**config.mk**
```make
export PLATFORM = sky130hd
export DESIGN_NAME = gpio_bus_arbiter
export DESIGN_NICKNAME = d
export VERILOG_FILES = /design/src/rtl/gpio_bus_arbiter_pkg.sv /design/src/rtl/gpio_arb_rr.sv /design/src/rtl/gpio_bus_arbiter.sv
export SDC_FILE = /design/constraint.sdc
export NUM_CORES = 1
export LEC_CHECK = 0
export ABC_AREA = 1
export CORE_AREA = 2 2 103 105
export CTS_BUF_LIST = sky130_fd_sc_hd__clkbuf_8
export DETAILED_ROUTE_END_ITERATION = 16
export DIE_AREA = 0 0 105 107
export HOLD_SLACK_MARGIN = 0.05
export PLACE_DENSITY = 0.8
export SETUP_SLACK_MARGIN = 0.1
export SKIP_LAST_GASP = 1
export SYNTH_ARGS = -nofsm -noshare
export SYNTH_HDL_FRONTEND = slang
export SYNTH_HIERARCHICAL = 1
export SYNTH_SLANG_ARGS = --single-unit
```
**constraint.sdc**
```tcl
create_clock -name clk -period 1.7 [get_ports clk]
set_input_delay 0.34 -clock clk [delete_from_list [all_inputs] [get_ports clk]]
set_output_delay 0.34 -clock clk [all_outputs]
set_load 0.05 [all_outputs]
```
**src/rtl/gpio_bus_arbiter_pkg.sv**
```systemverilog
// Shared definitions for the GPIO bus arbiter: bus widths, access directions, register map, FSM encoding.
// Latency: n/a (declarations only).
// Backpressure: n/a.
package gpio_bus_arbiter_pkg;

    // GPIO slave bus geometry
    localparam int GPIO_ADDR_W = 2;
    localparam int WORD_DATA_W = 32;

    // Bus direction encoding on rw
    localparam logic READ  = 1'b1;
    localparam logic WRITE = 1'b0;

    // GPIO slave register map
    localparam logic [GPIO_ADDR_W-1:0] GPIO_ADDR_IN_DATA    = 2'h0;
    localparam logic [GPIO_ADDR_W-1:0] GPIO_ADDR_OUT_DATA   = 2'h1;
    localparam logic [GPIO_ADDR_W-1:0] GPIO_ADDR_INOUT_DATA = 2'h2;
    localparam logic [GPIO_ADDR_W-1:0] GPIO_ADDR_INOUT_IO   = 2'h3;

    // Arbiter defaults
    localparam int GPIO_ARB_NUM_M   = 4;
    localparam int GPIO_ARB_TIMEOUT = 16;

    typedef enum logic [1:0] {
        ARB_IDLE  = 2'd0,
        ARB_OWN   = 2'd1,
        ARB_DRAIN = 2'd2
    } arb_state_e;

endpackage

```
**src/rtl/gpio_arb_rr.sv**
```systemverilog
// Round-robin picker: first requester at or after rr_ptr, searching circularly.
// Latency: purely combinational.
// Backpressure: none; the caller decides when to consume the pick.
module gpio_arb_rr
    import gpio_bus_arbiter_pkg::*;
#(
    parameter int NUM_M = GPIO_ARB_NUM_M,
    localparam int IW = $clog2(NUM_M)
) (
    input  logic [NUM_M-1:0] req,
    input  logic [IW-1:0]    rr_ptr,
    output logic             valid,
    output logic [IW-1:0]    winner
);

    // One extra bit so rr_ptr + i cannot overflow before the modulo wrap
    typedef logic [IW:0] wide_idx_t;
    wide_idx_t idx;

    // Walk the masters starting at rr_ptr; the first set request wins
    always_comb begin
        valid  = 1'b0;
        winner = '0;
        idx    = '0;
        for (int i = 0; i < NUM_M; i++) begin
            idx = wide_idx_t'(rr_ptr) + wide_idx_t'(i);
            if (idx >= wide_idx_t'(NUM_M)) begin
                idx = idx - wide_idx_t'(NUM_M);
            end
            if (!valid && req[idx[IW-1:0]]) begin
                valid  = 1'b1;
                winner = idx[IW-1:0];
            end
        end
    end

endmodule

```
**src/rtl/gpio_bus_arbiter.sv**
```systemverilog
// Round-robin ownership arbiter sharing one GPIO slave port among NUM_M masters; optional watchdog via GPIO_ARB_TIMEOUT_EN.
// Latency: grant one edge after request; strobes and completions pass through combinationally (zero added cycles).
// Backpressure: at most one slave access outstanding; a new strobe is held off until the slave (or watchdog) completes the previous one.
module gpio_bus_arbiter
    import gpio_bus_arbiter_pkg::*;
#(
    parameter int NUM_M   = GPIO_ARB_NUM_M,
    parameter int AW      = GPIO_ADDR_W,
    parameter int DW      = WORD_DATA_W,
    parameter int TIMEOUT = GPIO_ARB_TIMEOUT
) (
    input  logic                clk,
    input  logic                reset,
    input  logic [NUM_M-1:0]    m_req,
    output logic [NUM_M-1:0]    m_grant,
    input  logic [NUM_M-1:0]    m_as_,
    input  logic [NUM_M-1:0]    m_rw,
    input  logic [NUM_M*AW-1:0] m_addr,
    input  logic [NUM_M*DW-1:0] m_wr_data,
    output logic [DW-1:0]       m_rd_data,
    output logic [NUM_M-1:0]    m_rdy_,
    output logic                m_err,
    output logic                s_cs_,
    output logic                s_as_,
    output logic                s_rw,
    output logic [AW-1:0]       s_addr,
    output logic [DW-1:0]       s_wr_data,
    input  logic [DW-1:0]       s_rd_data,
    input  logic                s_rdy_
);

    localparam int IW = $clog2(NUM_M);
    typedef logic [IW-1:0] idx_t;

    arb_state_e       state_q, state_d;
    idx_t             owner_q, owner_d;
    idx_t             rr_ptr_q, rr_ptr_d;
    logic [NUM_M-1:0] grant_q, grant_d;
    logic             outstanding_q, outstanding_d;

    logic             pick_vld;
    idx_t             pick_idx;
    logic             own_as_;
    logic             own_rw;
    logic [AW-1:0]    own_addr;
    logic [DW-1:0]    own_wr_data;
    logic             rdy_eff;
    logic             wdog_fire;
    logic             done;
    logic             issue_ok;
    logic             fwd_as;
    idx_t             owner_next;

    gpio_arb_rr #(
        .NUM_M (NUM_M)
    ) u_rr (
        .req    (m_req),
        .rr_ptr (rr_ptr_q),
        .valid  (pick_vld),
        .winner (pick_idx)
    );

    // Owner's bus fields
    assign own_as_     = m_as_[owner_q];
    assign own_rw      = m_rw[owner_q];
    assign own_addr    = m_addr[owner_q*AW +: AW];
    assign own_wr_data = m_wr_data[owner_q*DW +: DW];

`ifdef GPIO_ARB_TIMEOUT_EN
    localparam int CW = $clog2(TIMEOUT + 1);
    logic [CW-1:0] cnt_q, cnt_d;

    // Acks that arrive with nothing outstanding belong to an access the watchdog already closed
    assign rdy_eff   = s_rdy_ | ~outstanding_q;
    assign wdog_fire = outstanding_q & s_rdy_ & (cnt_q == CW'(TIMEOUT - 1));

    // Age of the outstanding access; restarts whenever it completes or nothing is pending
    always_comb begin
        cnt_d = '0;
        if (outstanding_q && !done) begin
            cnt_d = cnt_q + 1'b1;
        end
    end

    // Watchdog counter register
    always_ff @(posedge clk) begin
        if (reset) begin
            cnt_q <= '0;
        end else begin
            cnt_q <= cnt_d;
        end
    end
`else
    assign rdy_eff   = s_rdy_;
    assign wdog_fire = 1'b0;
`endif

    // Completion of the outstanding access; a new strobe may go out in the same cycle
    assign done     = outstanding_q & (~rdy_eff | wdog_fire);
    assign issue_ok = ~outstanding_q | done;
    assign fwd_as   = (state_q == ARB_OWN) & ~own_as_ & issue_ok;

    assign owner_next = (owner_q == idx_t'(NUM_M - 1)) ? '0 : owner_q + 1'b1;

    // Outstanding flag: set by a forwarded strobe, cleared by its completion
    always_comb begin
        outstanding_d = outstanding_q;
        if (fwd_as) begin
            outstanding_d = 1'b1;
        end else if (done) begin
            outstanding_d = 1'b0;
        end
    end

    // Ownership FSM: grant, hold while requested, drain a pending access on release
    always_comb begin
        state_d  = state_q;
        owner_d  = owner_q;
        rr_ptr_d = rr_ptr_q;
        grant_d  = grant_q;
        case (state_q)
            ARB_IDLE: begin
                if (pick_vld) begin
                    owner_d           = pick_idx;
                    grant_d           = '0;
                    grant_d[pick_idx] = 1'b1;
                    state_d           = ARB_OWN;
                end
            end
            ARB_OWN: begin
                if (!m_req[owner_q]) begin
                    if (outstanding_d) begin
                        state_d = ARB_DRAIN;
                    end else begin
                        state_d  = ARB_IDLE;
                        grant_d  = '0;
                        rr_ptr_d = owner_next;
                    end
                end
            end
            ARB_DRAIN: begin
                if (!outstanding_d) begin
                    state_d  = ARB_IDLE;
                    grant_d  = '0;
                    rr_ptr_d = owner_next;
                end
            end
            default: begin
                state_d = ARB_IDLE;
                grant_d = '0;
            end
        endcase
    end

    // Slave-side and master-side outputs
    always_comb begin
        s_cs_     = ~fwd_as;
        s_as_     = ~fwd_as;
        s_rw      = READ;
        s_addr    = '0;
        s_wr_data = '0;
        if (state_q == ARB_OWN) begin
            s_rw      = own_rw;
            s_addr    = own_addr;
            s_wr_data = own_wr_data;
        end
        m_rdy_ = '1;
        if (state_q != ARB_IDLE) begin
            m_rdy_[owner_q] = rdy_eff & ~wdog_fire;
        end
        m_rd_data = wdog_fire ? '0 : s_rd_data;
        m_err     = wdog_fire;
        m_grant   = grant_q;
    end

    // Arbiter state registers
    always_ff @(posedge clk) begin
        if (reset) begin
            state_q       <= ARB_IDLE;
            owner_q       <= '0;
            rr_ptr_q      <= '0;
            grant_q       <= '0;
            outstanding_q <= 1'b0;
        end else begin
            state_q       <= state_d;
            owner_q       <= owner_d;
            rr_ptr_q      <= rr_ptr_d;
            grant_q       <= grant_d;
            outstanding_q <= outstanding_d;
        end
    end

endmodule
```
==> Flow_metrics.wiki <==
{| class="wikitable"
! Metric !! Value
|-
| Result of the run || finished, violations left
|-
| Failing checks || negative setup slack
|-
| Critical path type || reg2out
|-
| Global-route wire length before repair || 18900 um
|-
| Signed area change from the synthesized netlist to the final layout || 130%
|-
| Initial core utilization || 24.5%
|-
| Sequential cell area fraction in the yosys report || 8.92%
|-
| Final Cell Area || 5690 sq um
|-
| Routability congestion estimate from global placement || 0.926
|-
| Vias after detailed routing || 3886
|-
| Share of the synthesized area in the top cell type || 23.6%
|-
| Synth top area cells || sky130_fd_sc_hd__nor2_1 (24%), sky130_fd_sc_hd__o21ai_0 (15%), sky130_fd_sc_hd__buf_4 (11%)
|-
| CP endpoint kind || primary output
|-
| Number of synthesized register bits || 11
|-
| Setup slack of the critical path after layout || -0.207 ns
|-
| Post-Synthesis Cell Area || 2470 sq um
|-
| Mux cell area share after synthesis || 0%
|-
| Maximum number of pins on one net before global-route repair || 41
|-
| Required time of the critical path || 1.36 ns
|-
| RSZ-0062 raised after global routing || yes
|-
| Hold violation total from the final report || 0
|-
| Maximum frequency from static timing analysis || 525 MHz
|-
| Number of setup violations in the final report || 42
|-
| CTS tree || yes
|-
| Highest-count cells in the layout ignoring fill and taps || sky130_fd_sc_hd__clkdlybuf4s50_1 (146), sky130_fd_sc_hd__nor2_1 (134), sky130_fd_sc_hd__o21ai_1 (45)
|-
| Total Power || 9.72 mW
|-
| MaxCap Viol Count || 0
|-
| Clock latency of the later-clocked register in the worst-skew pair || 0.25 ns
|-
| Mean number of vias per cell || 4.95
|-
| WL per Instance || 17.2 um
|-
| Standard cell core area || 10100 sq um
|-
| Non-filler instance count after layout || 785
|-
| Final routed DRC violation total || 0
|-
| Number of violations reported at the end of detailed-routing iteration 0 || 228
|-
| Compound-cell area share of the yosys netlist || 24.5%
|-
| Cell taking the most area after synthesis || sky130_fd_sc_hd__nor2_1
|-
| Final global-route overflow total || 0
|-
| Number of optimization iterations in the first detailed-route pass || 4
|-
| Number of nets in the finished design || 841
|-
| Number of buffers inserted during clock tree synthesis || 3
|-
| Number of warnings reported in the yosys synthesis log || 6
|-
| Simple logic cell fraction of the synthesized area || 43.2%
|-
| DIE AREA || 11200 sq um
|-
| Post-synthesis instance total || 472
|-
| Layout cell share with drive strength beyond 1 || 34.2%
|-
| Register clock-pin slew on the reported worst setup and hold paths || 0.05 ns
|-
| Tot GR Track Use || 20.7%
|-
| Pwr per Cell Area || 1710 nW/um^2
|-
| Cell Rows || 37
|-
| Worst Hold Class || reg2reg
|-
| ANT nets after route || 0
|-
| Slew Limit Fails || 0
|-
| Clock tree sinks || 11
|-
| Leakage power of the design || 2.30 nW
|-
| HPWL after DPL || 8910 um
|-
| Mean cell area of the mapped netlist || 5.23 sq um
|-
| Ports placed on the boundary || 261
|-
| Startpoint type of the worst setup path || register
|-
| Minimum clock period after layout || 1.91 ns
|-
| Root buf cell || sky130_fd_sc_hd__clkbuf_8
|-
| Post-synthesis adder-cell area fraction || 4.05%
|-
| Post-synthesis share of cell area spent on xor and xnor gates || 0%
|-
| Crit path max fanout || 5
|-
| Height of the die || 107 um
|-
| Final setup skew || 0.00109 ns
|-
| Number of buffers between clock root and the deepest sink || 2
|-
| Final period util || 112%
|-
| Die Wd || 105 um
|-
| Final Hold Slack || 0.528 ns
|-
| Commonest non-fill, non-tap cell in the layout || sky130_fd_sc_hd__clkdlybuf4s50_1
|-
| Vias in the first global route || 3769
|-
| Cell count after placement || 758
|-
| Count of port buffers added during placement || 195
|-
| Total of hold buffers inserted after clock tree synthesis || 0
|-
| Endpoint arrival time on the critical path || 1.57 ns
|-
| WL final || 13500 um
|-
| Net count of the mapped netlist || 663
|-
| Largest family of logic cells by synthesized area || simple AND/OR/NAND/NOR gates
|-
| Antenna Cells || 0
|-
| Peak VDD IR || 995 uV
|-
| H-tree lvl count || 1
|-
| Unique masters post-synth || 27
|-
| Number of antenna violations at the first check in global routing || 0
|-
| Standard cell area after detailed placement || 4780 sq um
|}
==> cell usage after synthesis (all sizes together) <==
cell,n
a21oi,43
buf,48
clkbuf,14
clkinv,1
conb,1
dfxtp,11
ha,8
inv,21
nand2,71
nand3,17
nand3b,1
nand4,1
nor2,157
nor3,3
o21ai,74
o311ai,1
==> logic make-up (layout without fill, tap and decap cells) <==
| group | count (synthesis) | in the layout |
|---|---|---|
| buf+inv | 84 | 261 |
| flops | 11 | 11 |
| compound gates | 118 | 118 |
| fa+ha+maj | 8 | 8 |
| simple gates | 250 | 250 |
| other cells | 1 | 1 |
==> through the flow <==
| stage | setup TNS [ns] | utilization, % | worst slack [ns] |
|---|---|---|---|
| floorplan | 0 | - | 0.0131 |
| global placement | -4.23 | 47.4 | -0.316 |
| detailed placement | -5.69 | 47.4 | -0.445 |
| CTS | -5.15 | 52.9 | -0.176 |
| global route | -8.94 | 56.4 | -0.280 |
| finish | -5.40 | 56.4 | -0.207 |
==> where the power goes <==
part	total (mW)	switching, mW	internal, mW
clock network	0.276	0.117	0.160
registers	0.515	0.133	0.383
logic	8.93	5.24	3.69
==> per-layer routing <==
layer  global-route usage [%]  vias up  part of all wire (%)
met5                        0        -                     0
met4                     6.86        0                   3.2
li1                         -     1850                     -
met2                     39.9      201                    53
met1                     22.2     1798                    37
met3                     4.68       37                   7.3
==> worst max-delay path, cell delays in order (launching register included) <==
cell and delay (ns):
sky130_fd_sc_hd__dfxtp_4 0.43, sky130_fd_sc_hd__buf_8 0.15, sky130_fd_sc_hd__clkbuf_16 0.16, sky130_fd_sc_hd__nor2_4 0.03
sky130_fd_sc_hd__nor2_2 0.13, sky130_fd_sc_hd__o21ai_2 0.09, sky130_fd_sc_hd__a21oi_4 0.15, sky130_fd_sc_hd__buf_6 0.17
==> registers in the layout, summed over array words and instances (netlist names) <==
| register | cells |
|---|---|
| m_grant | 4 |
| owner_q | 2 |
| rr_ptr_q | 2 |
| state_q | 2 |
| outstanding_q | 1 |
==> repair_timing <==
action,in CTS,in global routing
setup buffers,11,2
pin swaps,16,16
cloned,5,5
gates resized for setup,138,76
setup endpoints to repair,49,51
==> final cells by class <==
type / count / area, sq um
clock buffers: 3 / 41.3
repair buffers: 235 / 2690
fillers: 905 / 4400
multi-input cells: 377 / 2440
well taps: 136 / 170
clock inverters: 1 / 3.75
inverters: 22 / 108
flip-flops and latches: 11 / 239
==> worst paths after layout <==
| check | startpoint | end | slack, ns | cells after the start |
|---|---|---|---|---|
| min reg2reg | m_grant[3]$_SDFFE_PP0P_ | m_grant[3]$_SDFFE_PP0P_ | 0.53 | 2 |
| max reg2reg | owner_q[0]$_SDFFE_PP0P_ | m_grant[1]$_SDFFE_PP0P_ | -0.03 | 13 |
| max | owner_q[0]$_SDFFE_PP0P_ | s_wr_data[28] | -0.21 | 7 |
| min | m_grant[3]$_SDFFE_PP0P_ | m_grant[3]$_SDFFE_PP0P_ | 0.53 | 2 |
(Power assumes the default switching activity.)
